**config.mk**
```make
export PLATFORM = sky130hd
export DESIGN_NAME = branch_resolve_update_unit
export DESIGN_NICKNAME = d
export VERILOG_FILES = /design/src/rtl/branch_resolve_update_unit.sv
export SDC_FILE = /design/constraint.sdc
export NUM_CORES = 1
export LEC_CHECK = 0
export CAP_MARGIN = 20
export CORE_ASPECT_RATIO = 0.5
export CORE_MARGIN = 3
export CORE_UTILIZATION = 59
export CTS_BUF_LIST = sky130_fd_sc_hd__clkbuf_8 sky130_fd_sc_hd__clkbuf_16
export CTS_CLUSTER_SIZE = 10
export DETAILED_ROUTE_END_ITERATION = 16
export PLACE_DENSITY_LB_ADDON = 0.1
export SYNTH_ARGS = -nofsm -noshare
export SYNTH_HDL_FRONTEND = slang
export SYNTH_SLANG_ARGS = --single-unit
```
**constraint.sdc**
```tcl
create_clock -name clk -period 16.9 [get_ports clk]
set_input_delay 1.69 -clock clk [delete_from_list [all_inputs] [get_ports clk]]
set_output_delay 1.69 -clock clk [all_outputs]
set_load 0.03 [all_outputs]
```
**src/rtl/branch_resolve_update_unit.sv**
```systemverilog
// Branch resolve/update unit: tracks fetch-time BTB predictions through D/E, redirects fetch on
// a misprediction and queues corrective BTB writes that drain only while fetch leaves the port idle.
module branch_resolve_update_unit #(
  parameter int          QDEPTH  = 4,
  parameter logic [31:0] INVALID = 32'hFFFF_FFFF
) (
  input  logic        clk,
  input  logic        reset,
  input  logic        stall,
  input  logic [31:0] pcF,
  input  logic        pred_foundF,
  input  logic [31:0] pred_targetF,
  input  logic        branchE,
  input  logic        takenE,
  input  logic [31:0] targetE,
  output logic        redirect,
  output logic [31:0] redirect_pc,
  input  logic        btb_access,
  output logic        upd_valid,
  output logic [31:0] upd_pc,
  output logic [31:0] upd_target,
  output logic        queue_full,
  output logic [31:0] stat_branches,
  output logic [31:0] stat_mispred
);

  localparam int PW = $clog2(QDEPTH);
  localparam logic [PW:0] CNT_FULL = (PW+1)'(QDEPTH);

  typedef struct packed {
    logic        valid;
    logic [31:0] pc;
    logic        found;
    logic [31:0] target;
  } slot_t;

  typedef struct packed {
    logic [31:0] pc;
    logic [31:0] target;
  } upd_t;

  slot_t        slot_d, slot_e;
  upd_t         mem [QDEPTH];
  upd_t         enq_entry;
  logic [PW-1:0] head, tail;
  logic [PW:0]   count;
  logic         res, mispred, enq, push, pop, empty;

  assign res     = slot_e.valid & branchE & ~stall;
  assign mispred = res & ((slot_e.found != takenE) | (takenE & (slot_e.target != targetE)));

  // NOTE: always_comb with every output defaulted first so no path can infer a latch.
  always_comb begin
    enq       = 1'b0;
    enq_entry = '{pc: slot_e.pc, target: targetE};
    if (res) begin
      if (takenE && (!slot_e.found || slot_e.target != targetE)) begin
        enq = 1'b1;
      end else if (!takenE && slot_e.found) begin
        enq              = 1'b1;
        enq_entry.target = INVALID;
      end
    end
  end

  assign empty      = (count == '0);
  assign queue_full = (count == CNT_FULL);
  assign upd_valid  = ~empty & ~btb_access;
  assign upd_pc     = mem[head].pc;
  assign upd_target = mem[head].target;
  assign pop        = upd_valid;
  // A full queue still accepts a new entry when the head leaves on the same edge.
  assign push       = enq & (~queue_full | pop);

  // NOTE: non-blocking assignments for all clocked state so every register samples pre-edge values.
  always_ff @(posedge clk or posedge reset) begin
    if (reset) begin
      slot_d        <= '0;
      slot_e        <= '0;
      redirect      <= 1'b0;
      redirect_pc   <= '0;
      head          <= '0;
      tail          <= '0;
      count         <= '0;
      stat_branches <= '0;
      stat_mispred  <= '0;
    end else begin
      redirect <= mispred;
      if (mispred) redirect_pc <= takenE ? targetE : slot_e.pc + 32'd4;

      if (!stall) begin
        slot_e <= slot_d;
        slot_d <= '{valid: ~redirect, pc: pcF, found: pred_foundF, target: pred_targetF};
        if (mispred) begin
          slot_e.valid <= 1'b0;
          slot_d.valid <= 1'b0;
        end
      end

      if (push) tail <= tail + 1'b1;
      if (pop)  head <= head + 1'b1;
      case ({push, pop})
        2'b10:   count <= count + 1'b1;
        2'b01:   count <= count - 1'b1;
        default: count <= count;
      endcase

      if (res && stat_branches != '1) stat_branches <= stat_branches + 1'b1;
      if (mispred && stat_mispred != '1) stat_mispred <= stat_mispred + 1'b1;
    end
  end

  // NOTE: queue storage has no reset; the pointers and count alone decide which entries are live.
  always_ff @(posedge clk) begin
    if (push) mem[tail] <= enq_entry;
  end

endmodule

```
After elaboration in Yosys (flattened, before gate mapping) --
Memories as Yosys holds them, arrays and structs flattened. Cells that the tools add are included.
Cells by class: equal/unequal tests 7, add/subtract/negate cells 7, reduce and logical (&&, ||, !) cells 9, bitwise gates (word level) 13, multiplexer cells 12
Operators by type and width (number):
- two-way mux 32 bit | 4
- adder 32 x 1 -> 32 bit (second input constant) | 2
- != test 32 bit (second input constant) | 2
- adder 32 x 3 -> 32 bit (second input constant) | 1
- != test 32 bit | 1
- two-way mux 1 bit | 7
- AND 1 bit | 6
- one-hot mux 3 bit (2 select lines) | 1
- inverter 1 bit | 5
- adder 2 x 1 -> 2 bit (second input constant) | 2
- logical AND 1 bit | 4
- adder 3 x 1 -> 3 bit (second input constant) | 1
- equality test 3 bit (second input constant) | 1
- logical NOT 3 bit | 1
- subtractor 3 x 1 -> 3 bit (second input constant) | 1
- equality test 2 x 1 -> 1 bit (second input constant) | 1
- equality test 2 bit (second input constant) | 1
- logical NOT 1 bit | 2
- bitwise OR 1 bit | 2
- nonzero test 2 bit | 1
- logical OR 1 bit | 1
- != test 1 bit | 1
Storage, ports and cells: logic and storage cells 64, register bits 236, RAM bits 256, memories 1
Memory list:
- mem | depth 4, bits a word 64, read ports 1, clocked after Yosys merged registers in 0, write ports 1, RTL line 43 | upd_t mem [QDEPTH];

Logic depth before layout (Yosys ltp) --
Gate-level depths: netlist of the first run.
depth in word-level cells 8, mapped depth 12, gate-level depth less buffers 12

Least setup slack after synthesis of the first run --
No wires, ideal clock.
path type input -> register, start in stall, end mem mem[0][0] (netlist name), enable pin, slack 12.413 ns, setup time 0.429 ns, cell stages on the path 5, arrival 4.059 ns, buffers on the path 1, cells stage by stage clkbuf_1 > nor2_1 > o21ai_0 > a31oi_4 > and3_1
On the way: cells in the longest elaborated chain, start to end 6
RTL lines:
- start: declaration | RTL line 9 | input logic stall,
- inverter 1 bit | RTL line 49 | assign res = slot_e.valid & branchE & ~stall;
- AND 1 bit | RTL line 49
- two-way mux 1 bit | RTL line 56 | if (res) begin
- AND 1 bit | RTL line 73 | assign push = enq & (~queue_full | pop);
- two-way mux 1 bit | RTL line 115 | if (push) mem[tail] <= enq_entry;
- two-way mux 1 bit (implied by the code) | RTL line 115
- end: declaration | RTL line 43
No other way between the ends.

Worst setup path after layout of the first run --
start reg head[0], end out upd_target[27]
On the way: cells in the longest elaborated chain, start to end 1
RTL lines:
- start: declaration | RTL line 45 | logic [PW-1:0] head, tail;
- start signal: assignment | RTL line 101 | if (pop) head <= head + 1'b1;
- memory read (4 x 64 bit)
- end: declaration | RTL line 21 | output logic [31:0] upd_target,
No other way between the ends.

==> metrics.md, run 1 <==
| Metric | Value |
|---|---|
| Compound-cell area share of the yosys netlist | under 10% |
| WL/cell | approximately 23 um |
| Post-route setup TNS | 0 ns |
| Drt total wl | about 47000 um |
| Reg2reg start | slot_e[9] |
| Clock Power Share | roughly 29% |
| Antenna-violating nets left | 0 |
| Hold_sp | redirect |
| Final min period | 5.164 ns |
| R2R depth | 8 |
| WL met3 | 2952 um |
| Critical Path RT | 15.21 ns |
| Initial antenna violation count | 5 |
| Fill count | 2062 |
| Die Area | approximately 37000 um^2 |
| Peak Freq | between 150 and 200 MHz |
| Area of the core | about 33000 um^2 |
| Worst path depth | 3 |
| Synth Area in Adders | less than 1% |
| Initial DRC Count | ~900 |
| Top cell type's share of synthesized area | 37.92% |
| Placer Congestion | ~0.81 |
| CP bufs+invs | 2 |
| First-pass GRT wire length | a little over 70000 um |
| Hold Vio Cnt, Final | 0 |
| Final Power | approximately 0.0036 W |
| Kind of critical path | reg -> out |
| CTS buffer count | 55 |
| IO Count | approximately 270 |
| Seq pwr share | between 40% and 50% |
| Post-CTS Setup Bufs | 0 |
| Switching Fraction | 31.62% |
| RSZ-0062 raised after global routing | no |
| # port buffers | roughly 270 |
| Layout cells sized above 1 | a little over a fifth |
| CTS tree | built |
| Post-layout nets | around 1700 |
| DP HPWL | between 30000 and 40000 um |
| Run status | completed |
| Crit path max-delay family | buffers and inverters |
| Seq cells post-synth | between 400 and 500 |
| Type of element launching the critical path | flop |
| Die W | about 270 um |
| DR top layer | met4 |
| Synth Area in Simple Gates | under 10% |
| Vias in the first global route | ~12000 |
| Mux cell area share after synthesis | around 15% |
| Seq/Total Area, Yosys | 67.05% |
| Die Y | approximately 140 um |
| LEAKAGE | 9.506 nW |
| Net switching power | 0.001128 W |
| Main combinational cell family by area after synthesis | multiplexers |
| Warnings, synthesis | 0 |
| GRT overflow | 0 |
| Setup crit end kind | primary output |
| WHS Path Cells | 1 |
| Post-synth EDFFs | around 260 |
| Dominant synthesized flop cell | edfxtp_1 |
| Layout Skew | about 0.032 ns |
| Most common cell after layout, fill and taps aside | clkdlybuf4s50_1 |
| Maximum VDD drop | ~0.10 mV |
| Logic pwr share | 28.6% |
| Yosys top cell by area | edfxtp_1 |
| M1 WL | ~19000 um |
| XOR/XNOR Fraction of Synth Area | under 10% |
| Met2 WL | about 23000 um |
| CTS max path bufs | 3 |
| Overall Global Routing Usage | between 20% and 30% |
| Slew HR | a little over a quarter |
| Commonest non-fill, non-tap cells in the layout | clkdlybuf4s50_1, edfxtp_1, dfrtp_1 |
| Final period utilization | 30.56% |
| Top cells by area, synth | edfxtp_1, dfrtp_1, mux2_2 |
| Largest stage delay, worst path | approximately 0.83 ns |
| Power per cell area | 143.1 nW/um^2 |
| Clock Latency Late Sink | between 0.5 and 0.6 ns |
| CTS root buf | clkbuf_16 |
| Number of remaining DRC errors | 0 |
| Starting Density | 60.59% |
| Via/cell ratio | 5.820 |
| Tightest Pin Transition | 1.095 ns |
| Worst setup startpoint | head[0] |
| Worst-path clk slew | about 0.060 ns |
| Post-Synthesis Cells | ~1300 |
| Syn Area/Cell | between 15 and 20 um^2 |
| Synth unique cells | 54 |
| Maximum fanout along the worst path | 44 |
| Drt pass-1 iters | 5 |
| Crit path max-delay cell type | buf_4 |
| Vias | roughly 12000 |
| Design internal power | 0.002438 W |
| Crit-path cells | buf_4 -> mux4_2 -> clkdlybuf4s50_1 |
| Hold buffer count at CTS | 0 |
| Area growth syn-to-layout | 22.92% |
| Slew Viols, Final | 0 |
| Post_cts resized | 0 |
| Async set-reset flop share out of synthesis | a little under half |
| Clk sinks | 492 |
| Largest net degree at the start of global routing | between 90 and 100 |
| FP Rows | 47 |
| Hold Crit Class | reg -> reg |
| Critical path arrival | ~3.5 ns |
| Synth Net Count | about 1400 |
| H-tree depth | 2 |
| Max-Cap Viols | 0 |
| Mapped Area | 20270 um^2 |
| Endpoints failing setup | 0 |
final cells by class:
cell class / count / area, um^2 / share of cell area (%)
clock buffers: 55 / 1376 / 5.523
multi-input cells: 725 / 6389 / 25.64
flip-flops and latches: 492 / 13600 / 54.56
repair buffers: 275 / 2724 / 10.93
well taps: 441 / 551.8 / 2.214
clock inverters: 44 / 195.2 / 0.7832
diodes: 5 / 12.51 / 0.05021
inverters: 18 / 75.07 / 0.3012
Yosys cell counts (all sizes together), types with 17 or more instances:
master,instances
edfxtp,256
dfrtp,236
mux2,140
nand2,81
xnor2,68
mux4,64
nor2,59
xor2,55
o21ai,45
nand4,35
or2,34
clkbuf,30
nand3,28
nor3,22
buf,21
a21oi,17
inv,17
state kept, by name, indices dropped and copies added, names as in the netlist:
| register | cells |
|---|---|
| mem | 256 |
| slot_d | 66 |
| slot_e | 34 |
| enq_entry | 32 |
| redirect_pc | 32 |
| stat_branches | 32 |
| stat_mispred | 32 |
| count | 3 |
| head | 2 |
| tail | 2 |
| redirect | 1 |
final timing paths:
kind                                    end  slack [ns]
max reg2reg                stat_mispred[24]       13.43
min                              slot_d[65]        0.47
max in group asynchronous           head[0]       13.65
min in group asynchronous        slot_d[58]        1.61
max                          upd_target[27]       11.74
min reg2reg                      slot_d[65]        0.47
power by group through the flow:
stage	registers, W	clock network (W)	logic, W
detailed placement	0.00153	0	0.00103
floorplan	0.00156	0	0.000583
CTS	0.00151	0.00105	0.00104
global route	0.00153	0.00111	0.00107
finish	0.00151	0.00104	0.00102
global placement	0.00152	0	0.00102
routing by layer:
metal  GRT usage [%]  vias up
met1           34.73     6194
met2           42.89      374
met5               0        -
met4           6.923        0
li1                -     5331
met3           5.551       62
logic make-up (layout without fill, tap and decap cells):
| logic type | Yosys count | in the layout |
|---|---|---|
| flip-flops | 492 | 492 |
| AND/OR/NAND/NOR | 310 | 310 |
| multiplexers | 212 | 212 |
| XOR/XNOR | 123 | 123 |
| AO/OA/AOI/OAI | 71 | 71 |
| buffers and inverters | 69 | 392 |
| adder cells (fa/ha/maj) | 9 | 9 |
| other | 0 | 5 |
per-stage QoR:
stage	instance area (um^2)	cells	util [%]	hold WS, ns	worst slack, ns
final	24920	2055	74.48	0.4653	11.74
after global routing	24920	2055	74.48	0.4863	11.48
after CTS	24910	2050	74.44	0.4676	11.63
after detailed placement	23340	1951	69.75	0.4535	11.64
after global placement	23340	1951	69.75	0.4548	11.74
after floorplan	20270	1286	-	0.4534	8.735
(Power assumes the default switching activity.)
==> inputs of run 2 (changes only) <==
--- a/config.mk
+++ b/config.mk
@@ -8,7 +8,7 @@
 export CAP_MARGIN = 20
 export CORE_ASPECT_RATIO = 0.5
 export CORE_MARGIN = 3
-export CORE_UTILIZATION = 59
+export CORE_UTILIZATION = 55
 export CTS_BUF_LIST = sky130_fd_sc_hd__clkbuf_8 sky130_fd_sc_hd__clkbuf_16
 export CTS_CLUSTER_SIZE = 10
 export DETAILED_ROUTE_END_ITERATION = 16
==> constraint.sdc (replaced) <==
create_clock -name clk -period 4.8 [get_ports clk]
set_input_delay 0.48 -clock clk [delete_from_list [all_inputs] [get_ports clk]]
set_output_delay 0.48 -clock clk [all_outputs]
set_load 0.03 [all_outputs]
==> run 2 against run 1 <==
- design area grew 0.55%
- total power grew to 3.5 times the previous value
- sequential power grew to 3.5 times the previous value
- combinational power grew to 3.5 times the previous value
- sequential share of layout area shrank 0.30 points
- core utilization shrank 5.1 points
- largest power group unchanged
- via count grew 0.17%
- clock skew shrank 0.0091 ns
==> metrics.md, run 2 (same netlist as run 1, synthesis figures left out) <==
| Metric | Value |
|---|---|
| Clock Latency Late Sink | approximately 0.58 ns |
| LEAKAGE | 9.542 nW |
| Drt total wl | between 40000 and 50000 um |
| Initial antenna violation count | 3 |
| CTS max path bufs | 3 |
| Post-CTS Setup Bufs | 0 |
| CTS buffer count | 55 |
| Post-route setup TNS | 0 ns |
| Power per cell area | 503.7 nW/um^2 |
| Regs by FF count | mem: 256 flops, slot_d: 66 flops, slot_e: 34 flops |
| Die Y | 141.8 um |
| Critical path arrival | just over 3 ns |
| Final min period | between 3 and 4 ns |
| Final setup margin | ~1.3 ns |
| Vias | ~12000 |
| R2R depth | 12 |
| CTS root buf | clkbuf_16 |
| Multi-input logic area | roughly 6400 um^2 |
| Worst-path clk slew | 0.06 ns |
| Peak Freq | 285.0 MHz |
| Crit-path cells | buf_4 -> mux4_2 -> clkdlybuf4s50_1 |
| Hold buffer count at CTS | 0 |
| IO Count | roughly 270 |
| # port buffers | about 270 |
| FP Rows | 49 |
| WL/cell | 22.68 um |
| Maximum fanout along the worst path | 26 |
| Critical Path RT | ~4.3 ns |
| Dpl ws | ~1 ns |
| Layout cells sized above 1 | between 20% and 30% |
| Drt pass-1 iters | 5 |
| Placer Congestion | 0.8384 |
| Area growth syn-to-layout | 23.60% |
| Max reg flops | 256 |
| Hold slack | ~0.32 ns |
| Fill count | ~2400 |
| Area of the core | between 30000 and 40000 um^2 |
| Number of remaining DRC errors | 0 |
| GRT overflow | 0 |
| Post_cts resized | 0 |
| Max-Cap Viols | 0 |
| Hold Crit Class | in -> async |
| Antenna-violating nets left | 0 |
| DP HPWL | between 30000 and 40000 um |
| Setup crit end kind | primary output |
| Starting Density | between 50 and 60% |
| Layout Skew | between 0.02 and 0.025 ns |
| Initial DRC Count | between 800 and 900 |
| Die Area | roughly 39000 um^2 |
| Clk sinks | a little under 500 |
| Vias in the first global route | roughly 13000 |
| Type of element launching the critical path | flop |
| Largest net degree at the start of global routing | 116 |
| CTS tree | built |
| Overall Global Routing Usage | 24.61% |
| Slew Viols, Final | 0 |
| Most common cell after layout, fill and taps aside | clkdlybuf4s50_1 |
| Die W | approximately 280 um |
| Endpoints failing setup | 0 |
| Slew HR | roughly a third |
| Register Area | about 14000 um^2 |
| Hold Vio Cnt, Final | 0 |
| First-pass GRT wire length | around 74000 um |
| Largest stage delay, worst path | 0.78 ns |
| Final period utilization | around three quarters |
| Biggest register | mem |
| Commonest non-fill, non-tap cells in the layout | clkdlybuf4s50_1, edfxtp_1, dfrtp_1 |
| Final Power | approximately 0.013 W |
| Via/cell ratio | 5.700 |
| H-tree depth | 2 |
| Kind of critical path | reg -> out |
| RSZ-0062 raised after global routing | no |
| Run status | completed |
| Maximum VDD drop | 0.4205 mV |
| Post-layout nets | ~1700 |
| Crit path max-delay cell type | dfrtp_4 |
| Tightest Pin Transition | 0.9963 ns |
==> run 2: changes by cell type in the layout (fill, tap and decap cells not counted), moves of 2 or more <==
cell and delta:
diode_2 -3, buf_4 +4, buf_12 +2, and3_4 +4
and3_2 -4
==> run 2: area by class of cell <==
class,count,share of cell area (%)
clock inverters,44,0.7490
clock buffers,56,5.592
flip-flops and latches,492,54.26
diodes,2,0.01997
inverters,18,0.2846
well taps,484,2.417
multi-input cells,725,25.52
repair buffers,281,11.15
==> run 2: metal layers <==
layer  vias to the layer above  global-route usage (%)  part of all wire [%]
met5                         -                       0                 0.036
met4                         2                   7.395                   2.5
met3                        84                   5.442                   5.9
met2                       331                   41.37                    50
met1                      6222                   32.64                    41
li1                       5342                       -                     -
==> run 2: critical path, delay by kind of cell, from the launching register on <==
kind                   cells  cell delay (ns)
buffers and inverters      2             1.06
DFF                        1             0.78
muxes                      1             0.60
==> run 2: path summary, 6_finish.rpt <==
check                          start                end  slack, ns
max                          head[0]         upd_pc[30]       1.29
min                            reset         slot_d[58]       0.32
max reg2reg                slot_e[9]           count[2]       1.45
min reg2reg                 redirect         slot_d[65]       0.48
max in group asynchronous      reset  stat_branches[10]       3.32
min in group clk               stall         slot_e[65]       0.43
==> run 2: through the flow <==
step,std cells,util [%],cell area [um^2]
floorplan,1286,-,20280
global placement,2000,64.98,23470
detailed placement,2000,64.98,23470
CTS,2100,69.38,25050
global route,2102,69.39,25060
finish,2102,69.39,25060
==> run 2: report_power, final <==
part           leakage (nW)  internal [W]  switching (W)
logic                  3.40       0.00164        0.00194
clock network         0.924       0.00209        0.00160
registers              5.22       0.00490       0.000450
total                  9.54       0.00863        0.00399
==> inputs of run 3 (changes only) <==
--- a/config.mk
+++ b/config.mk
@@ -8,7 +8,7 @@
 export CAP_MARGIN = 20
 export CORE_ASPECT_RATIO = 0.5
 export CORE_MARGIN = 3
-export CORE_UTILIZATION = 55
+export CORE_UTILIZATION = 50
 export CTS_BUF_LIST = sky130_fd_sc_hd__clkbuf_8 sky130_fd_sc_hd__clkbuf_16
 export CTS_CLUSTER_SIZE = 10
 export DETAILED_ROUTE_END_ITERATION = 16
==> constraint.sdc (replaced) <==
create_clock -name clk -period 3 [get_ports clk]
set_input_delay 0.3 -clock clk [delete_from_list [all_inputs] [get_ports clk]]
set_output_delay 0.3 -clock clk [all_outputs]
set_load 0.03 [all_outputs]
==> run 3 against run 2 <==
- total power rose by 62%
- setup slack lost 1.2 ns
- global-route usage shrank 1.8 points
- non-clock buffer count rose by 71
- routed wire length rose by 2.2%
- final cell count is 5.4% higher
- largest power group unchanged
- highest routed layer unchanged
==> metrics.md, run 3 (same netlist as run 1, synthesis figures left out) <==
| Metric | Value |
|---|---|
| M1 WL | between 20000 and 25000 um |
| CTS root buf | clkbuf_16 |
| # port buffers | between 200 and 300 |
| Net switching power | 0.006468 W |
| Vias in the first global route | between 10000 and 15000 |
| Commonest non-fill, non-tap cells in the layout | clkdlybuf4s50_1, edfxtp_1, dfrtp_1 |
| Largest net degree at the start of global routing | 71 |
| Peak Freq | between 300 and 400 MHz |
| Antenna-violating nets left | 0 |
| Via/cell ratio | 5.483 |
| Switching Fraction | between 30% and 40% |
| Post-layout nets | 1756 |
| Tightest Pin Transition | roughly 0.92 ns |
| CP bufs+invs | 2 |
| Maximum fanout along the worst path | 3 |
| Most common cell after layout, fill and taps aside | clkdlybuf4s50_1 |
| FP Rows | 51 |
| Crit path max-delay family | simple AND/OR/NAND/NOR gates |
| Number of remaining DRC errors | 0 |
| DP HPWL | ~34000 um |
| Worst-path clk slew | around 0.060 ns |
| Clock Latency Late Sink | 0.60 ns |
| Area of the core | roughly 40000 um^2 |
| H-tree depth | 2 |
| Hold slack | ~0.12 ns |
| Hold Vio Cnt, Final | 0 |
| Placer Congestion | between 0.8 and 0.9 |
| Final min period | between 2 and 3 ns |
| CP most frequent cell | buf_4 |
| Crit path max-delay cell type | dfrtp_1 |
| Power per cell area | a little under 800 nW/um^2 |
| Layout cells sized above 1 | between 20% and 30% |
| Fill count | about 2900 |
| Register Area | roughly 14000 um^2 |
| IO Count | around 270 |
| Met2 WL | around 24000 um |
| Max-Cap Viols | 0 |
| RSZ-0062 raised after global routing | no |
| Multi-input logic area | 6402 um^2 |
| CTS max path bufs | 3 |
| First-pass GRT wire length | around 76000 um |
| Run status | completed |
| Initial antenna violation count | 2 |
| N_diodes | 0 |
| Slew Viols, Final | 0 |
| LEAKAGE | ~10 nW |
| WL met3 | approximately 2500 um |
| Max reg flops | roughly 260 |
| Endpoints failing setup | 0 |
| Area growth syn-to-layout | 27.40% |
| Type of element launching the critical path | flop |
| Design internal power | between 0.01 and 0.015 W |
| Die Area | 43150 um^2 |
| Crit-path cells | xnor2_2 -> nand4_1 -> nor4_2 -> buf_4 -> and2_2 -> a31oi_4 -> nor3_2 -> fa_1 -> buf_4 -> nor2_1 -> o21ai_0 -> mux2_2 -> o211ai_1 |
| CTS buffer count | 55 |
| Final Power | just over 0.02 W |
| Layout Skew | 0.02678 ns |
| Vias | approximately 12000 |
| DR top layer | met5 |
| Initial DRC Count | 740 |
| Drt total wl | ~50000 um |
| GRT overflow | 0 |
| Maximum VDD drop | roughly 0.46 mV |
| Hold Crit Class | in -> async |
| Kind of critical path | reg -> reg |
| Starting Density | roughly half |
| Critical Path RT | ~3.5 ns |
| Die W | a little under 300 um |
| Critical path arrival | about 3.4 ns |
| Drt pass-1 iters | 5 |
| Overall Global Routing Usage | between 20% and 30% |
| Die Y | between 100 and 150 um |
| CTS tree | built |
| Clk sinks | roughly 500 |
| Biggest register | mem |
| Post-route setup TNS | 0 ns |
| Final period utilization | between 90 and 100% |
| Reg2reg setup slack | approximately 0.14 ns |
| Largest stage delay, worst path | 0.42 ns |
| Seq pwr share | 41.4% |
| Logic pwr share | roughly 30% |
| WL/cell | approximately 22 um |
| Setup crit end kind | flop |
| Regs by FF count | mem: 256 flops, slot_d: 66 flops, slot_e: 34 flops |
| Slew HR | 38.38% |
| Clock Power Share | 28.9% |
## run 3: changes by cell type in the layout (fill, tap and decap cells not counted), sizes merged
cell / before / now
inv: 59 / 58
clkbuf: 56 / 55
clkinv: 2 / 3
dlygate4sd3: 0 / 1
buf: 18 / 88
diode: 2 / 0
## run 3: final timing paths
kind	start	end	cells past startpoint
max	slot_e[10]	count[2]	13
min	reset	stat_mispred[11]	2
max reg2reg	slot_e[10]	count[2]	13
min reg2reg	redirect	slot_d[65]	1
max in group asynchronous	reset	slot_d[24]	3
min in group clk	pred_targetF[10]	slot_d[10]	2
## run 3: per-stage QoR
| step | instances | setup slack (ns) | util [%] | area, um^2 |
|---|---|---|---|---|
| finish | 2216 | 0.1410 | 65.50 | 25830 |
| global placement | 2112 | -0.2199 | 61.31 | 24180 |
| detailed placement | 2112 | -0.3758 | 61.31 | 24180 |
| floorplan | 1286 | -0.3919 | - | 20280 |
| global route | 2216 | 0.01065 | 65.50 | 25830 |
| CTS | 2216 | 0.03941 | 65.48 | 25820 |
## run 3: timing repair
action                                  in CTS  in global routing
endpoints found under the setup margin      43                  1
endpoints found under the hold margin        1                  0
hold buffers                                 1                  0
resized for setup                            2                  2
pin swaps                                    0                  0
buffers inserted                             4                  0
## run 3: area by class of cell
| class | count | share of cell area [%] |
|---|---|---|
| flip-flops and latches | 492 | 52.64 |
| multi-input cells | 725 | 24.79 |
| repair buffers | 352 | 13.57 |
| clock buffers | 55 | 5.328 |
| well taps | 530 | 2.567 |
| clock inverters | 44 | 0.8283 |
| inverters | 18 | 0.2761 |
## run 3: power groups by stage
stage	clock, W	combinational (W)	sequential [W]
floorplan	0	0.00328	0.00880
global placement	0	0.00600	0.00858
detailed placement	0	0.00606	0.00863
CTS	0.00604	0.00618	0.00846
global route	0.00636	0.00641	0.00854
finish	0.00590	0.00608	0.00845
## run 3: layer usage
metal | global-route usage (%) | vias to the layer above
li1 | - | 5486
met1 | 30.91 | 6280
met4 | 5.305 | 2
met5 | 0 | -
met2 | 38.82 | 304
met3 | 4.312 | 79
